## config.mk

```make
export PLATFORM = sky130hd
export DESIGN_NAME = multu_hilo_flat
export DESIGN_NICKNAME = d
export VERILOG_FILES = /design/src/rtl/multu_hilo_pkg.sv /design/src/rtl/multu_hilo_if.sv /design/src/rtl/multu_hilo_datapath.sv /design/src/rtl/multu_hilo.sv /design/src/flat_wrapper.sv
export SDC_FILE = /design/constraint.sdc
export NUM_CORES = 1
export LEC_CHECK = 0
export BUFFER_PORTS_ARGS = -buffer_cell sky130_fd_sc_hd__clkbuf_2
export CORE_MARGIN = 4
export CORE_UTILIZATION = 54
export DETAILED_ROUTE_END_ITERATION = 8
export PLACE_DENSITY = 0.77
export SKIP_LAST_GASP = 1
export SLEW_MARGIN = 10
export SYNTH_ARGS = -nofsm -noshare
export SYNTH_HDL_FRONTEND = slang
export SYNTH_SLANG_ARGS = --single-unit
```

## constraint.sdc

```tcl
create_clock -name clk -period 2.8 [get_ports clk]
set_input_delay 0.42 -clock clk [delete_from_list [all_inputs] [get_ports clk]]
set_output_delay 0.42 -clock clk [all_outputs]
set_load 0.01 [all_outputs]
```

## src/rtl/multu_hilo_pkg.sv

```systemverilog
// Shared constants for the multiply / HI-LO block: ALU function codes and FSM states.
package multu_hilo_pkg;

  localparam logic [5:0] FN_SLL   = 6'd0;
  localparam logic [5:0] FN_SRL   = 6'd2;
  localparam logic [5:0] FN_HI    = 6'd16;
  localparam logic [5:0] FN_LO    = 6'd18;
  localparam logic [5:0] FN_MULTU = 6'd25;
  localparam logic [5:0] FN_ADD   = 6'd32;
  localparam logic [5:0] FN_SUB   = 6'd34;
  localparam logic [5:0] FN_AND   = 6'd36;
  localparam logic [5:0] FN_OR    = 6'd37;
  localparam logic [5:0] FN_SLT   = 6'd42;
  // Group codes the control stage emits for generic ALU / shifter operations.
  localparam logic [5:0] FN_ALU   = 6'd48;
  localparam logic [5:0] FN_SHIFT = 6'd49;

  typedef enum logic {
    ST_IDLE = 1'b0,
    ST_RUN  = 1'b1
  } state_e;

endpackage

```

## src/rtl/multu_hilo_if.sv

```systemverilog
// Function-code / operand / result bundle between ALU control and the multiplier.
interface multu_hilo_if #(
  parameter int WIDTH = 32
);
  logic [5:0]       sltMul;
  logic [WIDTH-1:0] dataA;
  logic [WIDTH-1:0] dataB;
  logic             busy;
  logic             done;
  logic [WIDTH-1:0] hi;
  logic [WIDTH-1:0] lo;

  modport master (
    output sltMul, dataA, dataB,
    input  busy, done, hi, lo
  );

  modport slave (
    input  sltMul, dataA, dataB,
    output busy, done, hi, lo
  );
endinterface

```

## src/rtl/multu_hilo_datapath.sv

```systemverilog
// Radix-2 shift-add datapath: product accumulator, shifting multiplicand/multiplier, iteration counter.
module multu_hilo_datapath #(
  parameter int WIDTH = 32
) (
  input  logic               clk,
  input  logic               rst_n,
  input  logic               load_i,
  input  logic               step_i,
  input  logic [WIDTH-1:0]   a_i,
  input  logic [WIDTH-1:0]   b_i,
  output logic [2*WIDTH-1:0] prod_nxt_o,
  output logic               last_o
);

  localparam int CW = $clog2(WIDTH) + 1;

  logic [2*WIDTH-1:0] mcand_q, mcand_d;
  logic [2*WIDTH-1:0] prod_q, prod_d;
  logic [WIDTH-1:0]   mplier_q, mplier_d;
  logic [CW-1:0]      cnt_q, cnt_d;

  always_comb begin
    mcand_d  = mcand_q;
    prod_d   = prod_q;
    mplier_d = mplier_q;
    cnt_d    = cnt_q;
    if (load_i) begin
      mcand_d  = {{WIDTH{1'b0}}, a_i};
      mplier_d = b_i;
      prod_d   = '0;
      cnt_d    = '0;
    end else if (step_i) begin
      // Multiplicand never exceeds 2*WIDTH bits after WIDTH shifts, so the add cannot overflow.
      if (mplier_q[0]) prod_d = prod_q + mcand_q;
      mcand_d  = mcand_q << 1;
      mplier_d = mplier_q >> 1;
      cnt_d    = cnt_q + 1'b1;
    end
  end

  always_ff @(posedge clk or negedge rst_n) begin
    if (!rst_n) begin
      mcand_q  <= '0;
      prod_q   <= '0;
      mplier_q <= '0;
      cnt_q    <= '0;
    end else begin
      mcand_q  <= mcand_d;
      prod_q   <= prod_d;
      mplier_q <= mplier_d;
      cnt_q    <= cnt_d;
    end
  end

  assign prod_nxt_o = prod_d;
  assign last_o     = (cnt_q == CW'(WIDTH - 1));

endmodule

```

## src/rtl/multu_hilo.sv

```systemverilog
// Sequential unsigned multiplier with HI/LO result register; starts on a rising MULTU function code.
module multu_hilo
  import multu_hilo_pkg::*;
#(
  parameter int         WIDTH      = 32,
  parameter logic [5:0] MULTU_CODE = FN_MULTU
) (
  input  logic         clk,
  input  logic         rst_n,
  multu_hilo_if.slave  bus
);

  state_e           state_q, state_d;
  logic [5:0]       prev_q, prev_d;
  logic             busy_q, busy_d;
  logic             done_q, done_d;
  logic [WIDTH-1:0] hi_q, hi_d;
  logic [WIDTH-1:0] lo_q, lo_d;

  logic               start;
  logic               load;
  logic               step;
  logic               last;
  logic [2*WIDTH-1:0] prod_nxt;

  // Edge-detect on the code so a MULTU held for many cycles launches one multiply only.
  assign start  = (bus.sltMul == MULTU_CODE) && (prev_q != MULTU_CODE);
  assign prev_d = bus.sltMul;

  always_comb begin
    state_d = state_q;
    busy_d  = busy_q;
    done_d  = 1'b0;
    hi_d    = hi_q;
    lo_d    = lo_q;
    load    = 1'b0;
    step    = 1'b0;
    case (state_q)
      ST_IDLE: begin
        if (start) begin
          load    = 1'b1;
          busy_d  = 1'b1;
          state_d = ST_RUN;
        end
      end
      ST_RUN: begin
        step = 1'b1;
        if (last) begin
          hi_d    = prod_nxt[2*WIDTH-1:WIDTH];
          lo_d    = prod_nxt[WIDTH-1:0];
          busy_d  = 1'b0;
          done_d  = 1'b1;
          state_d = ST_IDLE;
        end
      end
      default: state_d = ST_IDLE;
    endcase
  end

  always_ff @(posedge clk or negedge rst_n) begin
    if (!rst_n) begin
      state_q <= ST_IDLE;
      prev_q  <= '0;
      busy_q  <= 1'b0;
      done_q  <= 1'b0;
      hi_q    <= '0;
      lo_q    <= '0;
    end else begin
      state_q <= state_d;
      prev_q  <= prev_d;
      busy_q  <= busy_d;
      done_q  <= done_d;
      hi_q    <= hi_d;
      lo_q    <= lo_d;
    end
  end

  multu_hilo_datapath #(.WIDTH(WIDTH)) u_dp (
    .clk        (clk),
    .rst_n      (rst_n),
    .load_i     (load),
    .step_i     (step),
    .a_i        (bus.dataA),
    .b_i        (bus.dataB),
    .prod_nxt_o (prod_nxt),
    .last_o     (last)
  );

  assign bus.busy = busy_q;
  assign bus.done = done_q;
  assign bus.hi   = hi_q;
  assign bus.lo   = lo_q;

endmodule

```

## src/flat_wrapper.sv

```systemverilog
// flat-port wrapper written by rule: the top's interface ports become plain ports
module multu_hilo_flat import multu_hilo_pkg::*;
#(
  parameter int         WIDTH      = 32,
  parameter logic [5:0] MULTU_CODE = FN_MULTU
)
  (clk, rst_n, bus_sltMul, bus_dataA, bus_dataB, bus_busy, bus_done, bus_hi, bus_lo);
  multu_hilo_if #(.WIDTH(WIDTH)) bus_i ();
  input  logic clk;
  input  logic rst_n;
  input wire logic [$bits(bus_i.sltMul)-1:0] bus_sltMul;
  input wire logic [$bits(bus_i.dataA)-1:0] bus_dataA;
  input wire logic [$bits(bus_i.dataB)-1:0] bus_dataB;
  output wire logic [$bits(bus_i.busy)-1:0] bus_busy;
  output wire logic [$bits(bus_i.done)-1:0] bus_done;
  output wire logic [$bits(bus_i.hi)-1:0] bus_hi;
  output wire logic [$bits(bus_i.lo)-1:0] bus_lo;
  assign bus_i.sltMul = bus_sltMul;
  assign bus_i.dataA = bus_dataA;
  assign bus_i.dataB = bus_dataB;
  assign bus_busy = bus_i.busy;
  assign bus_done = bus_i.done;
  assign bus_hi = bus_i.hi;
  assign bus_lo = bus_i.lo;
  multu_hilo #(.WIDTH(WIDTH), .MULTU_CODE(MULTU_CODE)) u_core (.clk(clk), .rst_n(rst_n), .bus(bus_i));
endmodule
```

==> out/results.ini, run 1 <==
[critical_path]
crit_fanout = 3
critPathKind = flop to flop
worstPathArrival_ns = 3.60
required_ns = 3.23
critPathTopFamily = compound AO/OA/AOI/OAI gates
setup.worst_path.end_class = flop
crit_cells = 12
slowest_stage = dfrtp_1
path_buf_inv = 1
slowest_delay_ns = 0.44
reg2reg_depth = 12
start_kind = flop
cp_cell_sequence = inv_1, fa_2, nor2b_4, o31ai_4, a21o_1, a2111oi_4, o31ai_4, a2111oi_4, o21ai_1, a21boi_1, o31ai_2, mux2_4

[min_path]
hp-class = input port to flop
hold_depth = 3

[route]
vias = 13100
ant_nets = 0
drcViolationCount = 0
drtIter0Drc = 1203
first_pass_iters = 5
totalWireLength_um = 41600
vias_per_cell = 5.87
routedWlPerCell_um = 18.6

[global_routing]
grt_pass1_wl_um = 65400
grt_use_total_pct = 28.1
grt-ovfl-total = 0
antenna_found_initial = 1
grt_pass1_vias = 13000
grt_start_max_net_pins = 104

[sta]
finalCritPeriodShare_pct = 113
timing.fmax_ghz = 0.315
drv_slew = 0
relSlewSlack_pct = 43.2
setup_violations = 38
clock_skew_ns = 0.0102
worstMarginPinSlew_ns = 0.851
finalHoldViolCount = 0
rsz0062_at_grt = true
period_minus_slack_ns = 3.17
fin_ws_ns = -0.370

[place]
port-buffer-count = 137
dp.cells = 2137
dp_hpwl_um = 27100
globalplace.congestion = 0.959
postPlaceCellArea_um2 = 16000
place_ws_ns = -0.400

[logic_synthesis]
synth_cells = 1539
syn_area_um2 = 13500
async_flop_share_pct = 100
yosysWarningCount = 0
synth-edff-count = 0
postSynthAreaPerCell_um2 = 8.75
synth_cell_types = 68
ys.flop_type = dfrtp_1
synth_top_cell_area_share_pct = 44.4
ys_ff_latch = 239
syn_nets = 1676
ys_seq_area_share_pct = 44.4
synthTopCellsByArea = dfrtp_1 44%, nand2_1 9.3%, o21ai_0 7.1%
yosysTopAreaCell = dfrtp_1

[finish]
utilization_pct = 76.2
drive_gt1_share_pct = 33.2
area_delta_synth_final_pct = 38.1
layout.nets = 2032
design_area_um2 = 18600
fin_cells = 2238

[clock_network]
h-tree-depth = 1
clock-root-buffer = clkbuf_16
cts_tree = yes
cts_buffers = 26
clk_pin_slew_worst_paths_ns = 0.06
cts_num_sinks = 239
insertion_delay_ns = 0.55
cts_buffer_depth = 3

[pwr]
power_density_nw_per_um2 = 1090
power_uw = 20200
peakVddDrop_uv = 842
p_leak_uw = 0.00915

[run_status]
status = finished, violations left
violations = setup timing

[die]
start_util_pct = 55.2
die-area_um2 = 27500
num_io_pins = 138
placementRows = 57
dieHeight_um = 166
dieWidth_um = 166
coreArea_um2 = 24400

[run]
cap_violations = 0

final cells by class:
class,count,area [µm²]
flip-flops and latches,239,5990
inverters,24,90.1
well taps,324,405
clock inverters,8,119
clock buffers,38,776
fillers,1632,5810
repair buffers,424,2980
diodes,1,2.50
multi-input cells,1180,8220
flip-flops by register name (all words and copies together) (netlist names):
signal and cells:
u_core.u_dp.cnt_q 6, u_core.state_q 1, u_core.bus.done 1, u_core.u_dp.mcand_q 64
u_core.bus.busy 1, u_core.prev_q 6, u_core.u_dp.mplier_q 32, u_core.u_dp.prod_q 64
u_core.bus.lo 32, u_core.bus.hi 32
worst paths after layout:
check	from	end	slack, ns
worst max-delay path	u_core.u_dp.mcand_q[1]	u_core.bus.hi[16]	-0.37
worst min register to register	u_core.bus.lo[9]	u_core.bus.lo[9]	0.48
max in group asynchronous	rst_n	u_core.bus.hi[23]	1.53
worst max register to register	u_core.u_dp.mcand_q[1]	u_core.bus.hi[16]	-0.37
min in group asynchronous	rst_n	u_core.u_dp.mcand_q[13]	0.42
worst min-delay path	bus_dataA[0]	u_core.u_dp.mcand_q[0]	0.13
worst register-to-register path: stages (launching register included):
cell and delay, ns:
dfrtp_1 0.44, inv_1 0.10, fa_2 0.42, nor2b_4 0.16
o31ai_4 0.07, a21o_1 0.20, a2111oi_4 0.43, o31ai_4 0.13
a2111oi_4 0.36, o21ai_1 0.14, a21boi_1 0.23, o31ai_2 0.09
mux2_4 0.28
synthesized netlist by cell type, types with 2 or more instances:
library cell / instances
a21oi_1: 97
a41o_1: 2
nand3_1: 48
a31oi_1: 12
nor3_1: 17
xor2_1: 21
mux2i_1: 77
or2_2: 4
nand2b_1: 4
nor2_1: 90
o21ai_1: 4
a41oi_1: 3
and2_1: 4
mux2_2: 9
a221oi_1: 8
ha_1: 64
o21ai_0: 190
o211ai_1: 9
a211o_1: 3
o31ai_1: 4
o21bai_1: 14
nor4_1: 2
nor2b_1: 6
buf_1: 8
nand2_1: 334
a21boi_0: 5
o21a_1: 3
inv_1: 24
a211oi_1: 7
xnor2_1: 33
o2111ai_1: 2
nand4_1: 19
buf_4: 2
o31ai_2: 2
or3_1: 4
a21o_1: 38
and3_1: 12
dfrtp_1: 239
a31o_2: 2
clkbuf_1: 85
layer usage:
layer  GRT usage, %  vias to the layer above  wire [µm]
met2           48.1                      542      20600
li1               -                     6096          -
met1           37.2                     6381      17200
met5              0                        -          0
met3           3.48                      121       2390
met4           9.61                        0       1450
where the power goes:
part	internal, µW	total, µW	switching, µW
Sequential	4580	5560	979
Clock	2110	3550	1440
Combinational	5260	11100	5860
cell usage in the layout (no fill, tap or decap), types with 4 or more instances in the layout:
| cell | instances |
|---|---|
| nand2_1 | 324 |
| buf_4 | 260 |
| dfrtp_1 | 234 |
| o21ai_0 | 155 |
| clkbuf_2 | 136 |
| nor2_1 | 80 |
| mux2i_1 | 74 |
| a21oi_1 | 68 |
| nand3_1 | 46 |
| a21o_1 | 37 |
| ha_4 | 31 |
| xnor2_1 | 30 |
| ha_1 | 30 |
| o21ai_1 | 27 |
| clkbuf_16 | 26 |
| inv_1 | 22 |
| a21oi_2 | 21 |
| nand4_1 | 19 |
| xor2_1 | 19 |
| buf_6 | 16 |
| and3_1 | 11 |
| nor3_1 | 11 |
| o21bai_1 | 11 |
| o21ai_2 | 10 |
| nand2_2 | 9 |
| a21oi_4 | 9 |
| o211ai_1 | 9 |
| a31oi_1 | 8 |
| clkbuf_8 | 8 |
| nor2_2 | 7 |
| dlygate4sd3_1 | 7 |
| a221oi_2 | 5 |
| nor2b_1 | 5 |
| mux2_4 | 5 |
| nand2b_1 | 4 |
| mux2_2 | 4 |
| clkinv_2 | 4 |
| clkbuf_1 | 4 |
| buf_12 | 4 |
| dfrtp_2 | 4 |
logic make-up (layout without fill, tap and decap cells):
kind of cell	Yosys count	after routing	share of synthesized area, %
compound gates	421	421	18.6
xor+xnor	54	54	3.51
fa+ha+maj	65	65	6.10
buf+inv	120	494	3.41
flops	239	239	44.4
mux	86	86	6.48
other cells	0	1	0
simple gates	554	554	17.5
through the flow:
step | setup TNS [ns] | hold WS, ns
3_5_place_dp | -13.16 | 0.420
6_report | -7.68 | 0.134
4_1_cts | -5.71 | 0.122
5_1_grt | -13.37 | 0.147
3_3_place_gp | -8.98 | 0.418
2_1_floorplan | -0.626 | 0.124
repair_timing:
action | in CTS | in global routing
cloned | 0 | 0
hold buffers | 7 | 0
hold endpoints to repair | 72 | 0
pin swaps | 81 | 89
endpoints found under the setup margin | 69 | 70
gates resized for setup | 138 | 106
buffers inserted | 27 | 28
Power figures use the tool's default switching activity.
==> run 2: changes to the inputs <==
--- a/config.mk
+++ b/config.mk
@@ -7,9 +7,8 @@
 export LEC_CHECK = 0
 export BUFFER_PORTS_ARGS = -buffer_cell sky130_fd_sc_hd__clkbuf_2
 export CORE_MARGIN = 4
-export CORE_UTILIZATION = 54
+export CORE_UTILIZATION = 30
 export DETAILED_ROUTE_END_ITERATION = 8
-export PLACE_DENSITY = 0.77
 export SKIP_LAST_GASP = 1
 export SLEW_MARGIN = 10
 export SYNTH_ARGS = -nofsm -noshare
==> run 2 against run 1 <==
Compared with the run above:
- largest power group unchanged
- register-to-register slack better by 0.06 ns
- wire length is 0.58% higher
- via count is 4.3% lower
- clock power is 7.6% higher
- die area is 76% higher
- critical endpoint unchanged
- largest cell class unchanged
- the flow still finishes with violations (setup timing)
- sequential power is 1% lower
- sequential cell count stayed put
==> out/results.ini, run 2 (synthesis results as in run 1) <==
[run_status]
status = finished, violations left
violations = setup timing

[clock_network]
cts_buffer_depth = 3
h-tree-depth = 1
insertion_delay_ns = 0.57
clock-root-buffer = clkbuf_16
cts_tree = yes
cts_num_sinks = 239
clk_pin_slew_worst_paths_ns = 0.06
cts_buffers = 29

[finish]
top_regs = u_core.u_dp.mcand_q (64), u_core.u_dp.prod_q (64)
final_common_cell = nand2_1
design_area_um2 = 19000
final_cell_mix = 329 x nand2_1, 269 x buf_4, 238 x dfrtp_1
drive_gt1_share_pct = 32.8
n_antenna_cell = 0
num-fill-cells = 4319
area_delta_synth_final_pct = 41.1
layout.nets = 2042

[critical_path]
slowest_delay_ns = 0.44
worstPathArrival_ns = 3.61
reg2reg_slack_ns = -0.31
reg2reg_depth = 13
path_buf_inv = 1
setup.worst_path.end_class = flop
cp_cell_sequence = ha_4, inv_2, fa_2, nor2b_4, o31ai_2, a21o_1, a2111oi_4, o31ai_4, a2111oi_4, o21ai_1, and3b_1, o31ai_4, mux2_4
start_kind = flop
rr_startpoint = u_core.u_dp.prod_q[0]
regToRegEndpoint = u_core.bus.hi[16]
critPathKind = flop to flop
required_ns = 3.31
crit_cells = 13
critPathTopFamily = compound AO/OA/AOI/OAI gates
crit_fanout = 3
slowest_stage = a2111oi_4

[place]
port-buffer-count = 137
dp_hpwl_um = 29600
globalplace.congestion = 0.903
postPlaceCellArea_um2 = 16600
place_ws_ns = -0.403

[die]
coreArea_um2 = 44300
dieHeight_um = 220
start_util_pct = 30.4
num_io_pins = 138
placementRows = 77
die-area_um2 = 48300
dieWidth_um = 220

[sta]
fin_tns_setup_ns = -6.67
worstMarginPinSlew_ns = 1.09
timing.fmax_ghz = 0.322
clock_skew_ns = 0.0134
finalHoldViolCount = 0
fin_ws_ns = -0.309
relSlewSlack_pct = 27.6
period_minus_slack_ns = 3.11
finalCritPeriodShare_pct = 111
drv_slew = 0
rsz0062_at_grt = true
setup_violations = 36

[route]
vias_per_cell = 5.00
vias = 12600
totalWireLength_um = 41800
drtIter0Drc = 831
first_pass_iters = 7
drcViolationCount = 0
ant_nets = 0
routedWlPerCell_um = 16.6

[global_routing]
grt_pass1_vias = 12700
antenna_found_initial = 1
grt_start_max_net_pins = 131
grt-ovfl-total = 0
grt_use_total_pct = 17.0
grt_pass1_wl_um = 67300

[min_path]
hp-class = input port to flop
min-delay-start = bus_dataB[31]
hold_depth = 3
hold-path-endpoint = u_core.u_dp.mplier_q[31]

[pwr]
p_leak_uw = 0.00929
peakVddDrop_uv = 460
power_density_nw_per_um2 = 1080
power_uw = 20600

[run]
cap_violations = 0

run 2: cell types whose count changed in the layout (fill, tap and decap cells not counted), moves of 5 or more:
cell	previous run	this run
nand2_1	324	329
buf_6	16	10
ha_4	31	25
ha_1	30	38
a21oi_1	68	75
a21oi_2	21	16
buf_4	260	269
xnor2_1	30	25
nand2_2	9	3
run 2: how the worst max path moves through the flow:
stage                      startpoint           endpoint
6_report        u_core.u_dp.prod_q[0]  u_core.bus.hi[16]
5_1_grt        u_core.u_dp.mcand_q[0]  u_core.bus.hi[16]
4_1_cts         u_core.u_dp.prod_q[0]  u_core.bus.hi[16]
3_5_place_dp   u_core.u_dp.mcand_q[8]  u_core.bus.hi[29]
3_3_place_gp   u_core.u_dp.mcand_q[8]  u_core.bus.hi[25]
2_1_floorplan  u_core.u_dp.mcand_q[0]  u_core.bus.hi[24]
run 2: layout make-up:
cell class | count | area (µm²) | share of cell area, %
Sequential cell | 239 | 5980 | 31.5
Tap cell | 592 | 741 | 3.90
Clock buffer | 38 | 800 | 4.21
Inverter | 24 | 90.1 | 0.474
Timing Repair Buffer | 431 | 3060 | 16.1
Clock inverter | 14 | 154 | 0.810
Multi-Input combinational cell | 1180 | 8170 | 43.0
run 2: per-stage QoR:
step,hold WS [ns],cells,util [%]
6_report,0.118,2518,42.9
5_1_grt,0.132,2518,42.9
4_1_cts,0.0970,2502,41.4
3_5_place_dp,0.462,2433,37.5
3_3_place_gp,0.457,2433,37.5
2_1_floorplan,0.124,1539,-
run 2: timing repair:
item                                   in CTS  in global routing
setup buffers                              14                 18
pin swaps                                  63                 57
hold buffers                                7                  0
gates resized for setup                   126                 98
endpoints found under the hold margin      91                  0
setup endpoints to repair                  71                 75
run 2: routing by layer:
layer | GRT usage [%] | share of wire (%)
met1 | 23.6 | 46
met2 | 28.4 | 47
met3 | 2.33 | 4.5
met4 | 3.94 | 2.3
met5 | 0 | 0
run 2: tightest hold or removal path: cells and delay by family:
| family | cells | cell delay [ns] |
|---|---|---|
| buf+inv | 1 | 0.08 |
| mux | 1 | 0.06 |
| simple gates | 1 | 0.08 |
run 2: power breakdown:
part | switching (µW) | leakage, µW | total, µW | internal [µW]
combinational | 5800 | 0.00583 | 11300 | 5450
sequential | 913 | 0.00300 | 5490 | 4580
clock | 1540 | 0.000471 | 3820 | 2270
total | 8260 | 0.00929 | 20600 | 12300
==> run 3: changes to the inputs <==
--- a/config.mk
+++ b/config.mk
@@ -13,4 +13,5 @@
 export SLEW_MARGIN = 10
 export SYNTH_ARGS = -nofsm -noshare
 export SYNTH_HDL_FRONTEND = slang
+export SYNTH_HIERARCHICAL = 1
 export SYNTH_SLANG_ARGS = --single-unit
==> run 3 against run 2 <==
Compared with the run above:
- the run still ends with setup timing left
- largest cell class unchanged
- clock skew up 0.0014 ns
- register-to-register slack worse by 0.23 ns
- final area up 1.5%
- critical endpoint is now u_core/bus.hi[20]
- clock power up 2%
- utilization down 0.28 points
- critical path depth unchanged
- sequential cell count unchanged
==> out/results.ini, run 3 <==
[die]
die-area_um2 = 49200
start_util_pct = 30.3
dieWidth_um = 222
num_io_pins = 138
coreArea_um2 = 45300
placementRows = 78
dieHeight_um = 222

[clock_network]
h-tree-depth = 1
clk_pin_slew_worst_paths_ns = 0.06
cts_buffers = 28
insertion_delay_ns = 0.56
cts_num_sinks = 239
cts_tree = yes
clock-root-buffer = clkbuf_16
cts_buffer_depth = 3

[finish]
final_cell_mix = 269 x buf_4, 238 x dfrtp_1, 188 x nand2_1
num-fill-cells = 4393
register_area_um2 = 5980
layout.nets = 1906
final_common_cell = buf_4
area_delta_synth_final_pct = 40.5
n_antenna_cell = 0
multi_input_area_um2 = 8360
top_regs = u_core/u_dp/mcand_q (64), u_core/u_dp/prod_q (64)
drive_gt1_share_pct = 40.0

[logic_synthesis]
synth_cell_types = 87
synth_top_cell_area_share_pct = 43.6
async_flop_share_pct = 100
synth.area.mux_share_pct = 13.6
ys_seq_area_share_pct = 43.6
synth_compound_area_share_pct = 16.8
ys.flop_type = dfrtp_1
synth_cells = 1375
synthAdderAreaFrac_pct = 5.98
yosysWarningCount = 6
yosysMostFrequentCell = dfrtp_1
synth_xor_area_share_pct = 2.74
synthTopCellsByArea = dfrtp_1 44%, mux2i_1 7.0%, ha_1 5.8%
synthSimpleGateAreaFrac_pct = 13.4
syn_nets = 1512
postSynthAreaPerCell_um2 = 9.98
synthTopCellsByCount = 239 x dfrtp_1, 194 x nand2_1, 117 x o21ai_0
synth_top_family_by_area = compound AO/OA/AOI/OAI gates
ys_ff_latch = 239
yosysTopAreaCell = dfrtp_1
synth-edff-count = 0
syn_area_um2 = 13700

[pwr]
clockPowerShare_pct = 13.6
sw_frac_of_total_pct = 42.0
switchingPower_uw = 12100
power_density_nw_per_um2 = 1490
p_int_uw = 16600
power_frac_comb_pct = 65.6
power_uw = 28700
p_leak_uw = 0.00881
peakVddDrop_uv = 603
power_frac_seq_pct = 20.8

[global_routing]
grt_pass1_vias = 12300
grt_use_met3_pct = 3.46
met2_usage_pct = 26.1
grt_start_max_net_pins = 82
antenna_found_initial = 0
grt-ovfl-total = 0
gr-usage-met1_pct = 22.1
grt_use_total_pct = 16.1
top_usage_layer = met2
grt_pass1_wl_um = 65800

[critical_path]
crit_fanout = 3
worstPathArrival_ns = 3.78
reg2reg_depth = 13
rr_startpoint = u_core/u_dp/mcand_q[0]
start_kind = flop
critPathKind = flop to flop
required_ns = 3.24
regToRegEndpoint = u_core/bus.hi[20]
reg2reg_slack_ns = -0.54
setup.worst_path.end_class = flop

[route]
first_pass_iters = 5
ant_nets = 0
drcViolationCount = 0
vias_per_cell = 4.89
drtIter0Drc = 704
routedWlPerCell_um = 17.0
vias = 11700
totalWireLength_um = 40700

[sta]
setup_violations = 69
timing.fmax_ghz = 0.300
rsz0062_at_grt = true
worstMarginPinSlew_ns = 1.07
relSlewSlack_pct = 28.5
fin_hold_ws_ns = 0.0713
period_minus_slack_ns = 3.34
clock_skew_ns = 0.0148
finalHoldViolCount = 0
finalCritPeriodShare_pct = 119
fin_ws_ns = -0.535
fin_tns_setup_ns = -15.52
drv_slew = 0

[run_status]
violations = setup timing
status = finished, violations left

[place]
dp_hpwl_um = 28800
globalplace.congestion = 0.905
port-buffer-count = 137

[min_path]
hold-path-endpoint = u_core/u_dp/mcand_q[15]
hold_depth = 3
hp-class = input port to flop
min-delay-start = bus_dataA[15]

[run]
cap_violations = 0

## run 3: cell types whose count changed after synthesis, moves of 7 or more
cell | previous run | this run
mux2_4 | 0 | 49
nand3_1 | 48 | 27
clkbuf_1 | 85 | 57
mux2i_1 | 77 | 96
buf_1 | 8 | 1
o21ai_0 | 190 | 117
a31oi_1 | 12 | 5
nand2_1 | 334 | 194
xnor2_1 | 33 | 23
## run 3: worst max-delay path, stage by stage, from the launching register on
cell and delay (ns):
dfrtp_1 0.36, ha_2 0.20, inv_2 0.04, fa_2 0.34, nor2b_2 0.14, o2111a_2 0.24
o2111ai_4 0.15, a2111oi_4 0.35, o2111a_2 0.31, o211a_1 0.23, nor2_2 0.05, o2111a_1 0.26
a221o_1 0.29, mux2_4 0.26
## run 3: metrics by stage
step	cells	utilization [%]	worst slack (ns)	area [µm²]
floorplan	1375	-	-0.358	14000
global placement	2294	37.4	-0.517	16900
detailed placement	2294	37.4	-0.614	16900
CTS	2371	41.3	-0.572	18700
global route	2390	42.6	-0.633	19300
finish	2390	42.6	-0.535	19300
## run 3: how the worst max path moves through the flow
stage / from / end / slack (ns) / depth (start not counted)
global route: u_core/u_dp/mcand_q[0] / u_core/bus.hi[18] / -0.63 / 13
global placement: u_core/u_dp/mcand_q[9] / u_core/bus.hi[18] / -0.52 / 12
floorplan: u_core/u_dp/mcand_q[0] / u_core/bus.hi[18] / -0.36 / 13
CTS: u_core/u_dp/mcand_q[0] / u_core/bus.hi[20] / -0.57 / 13
finish: u_core/u_dp/mcand_q[0] / u_core/bus.hi[20] / -0.54 / 13
detailed placement: u_core/u_dp/mcand_q[9] / u_core/bus.hi[26] / -0.61 / 11
## run 3: per-layer routing
| layer | part of all wire (%) | routed length, µm | vias to the layer above |
|---|---|---|---|
| met2 | 46 | 18800 | 230 |
| met3 | 5.4 | 2200 | 45 |
| met5 | 0 | 0 | - |
| met4 | 1.8 | 732 | 0 |
| li1 | - | - | 5721 |
| met1 | 47 | 19000 | 5690 |
## run 3: final cells by class
class,instances,area share (%)
clock buffer,40,4.24
sequential,239,31.0
clock inverter,11,0.856
timing repair buffer,438,16.2
multi-input combinational,1038,43.3
tap,600,3.89
inverter,24,0.474
## run 3: kinds of logic after synthesis
logic type / after synthesis
compound gates: 361
xor+xnor: 43
fa+ha+maj: 65
buf+inv: 98
flops: 239
mux: 160
simple gates: 409
## run 3: power groups by stage
| stage | Combinational [µW] | Clock [µW] | Sequential, µW |
|---|---|---|---|
| finish | 18800 | 3900 | 5980 |
| global placement | 15800 | 0 | 5900 |
| floorplan | 9600 | 0 | 5820 |
| global route | 20600 | 4160 | 6150 |
| detailed placement | 15900 | 0 | 5940 |
| CTS | 17500 | 4040 | 5940 |
## run 3: repair_timing
item / 4_1_cts / 5_1_grt
hold buffers: 7 / 0
setup buffers: 25 / 27
setup endpoints to repair: 83 / 88
gates resized for setup: 123 / 85
pin swaps: 57 / 62
endpoints found under the hold margin: 62 / 0
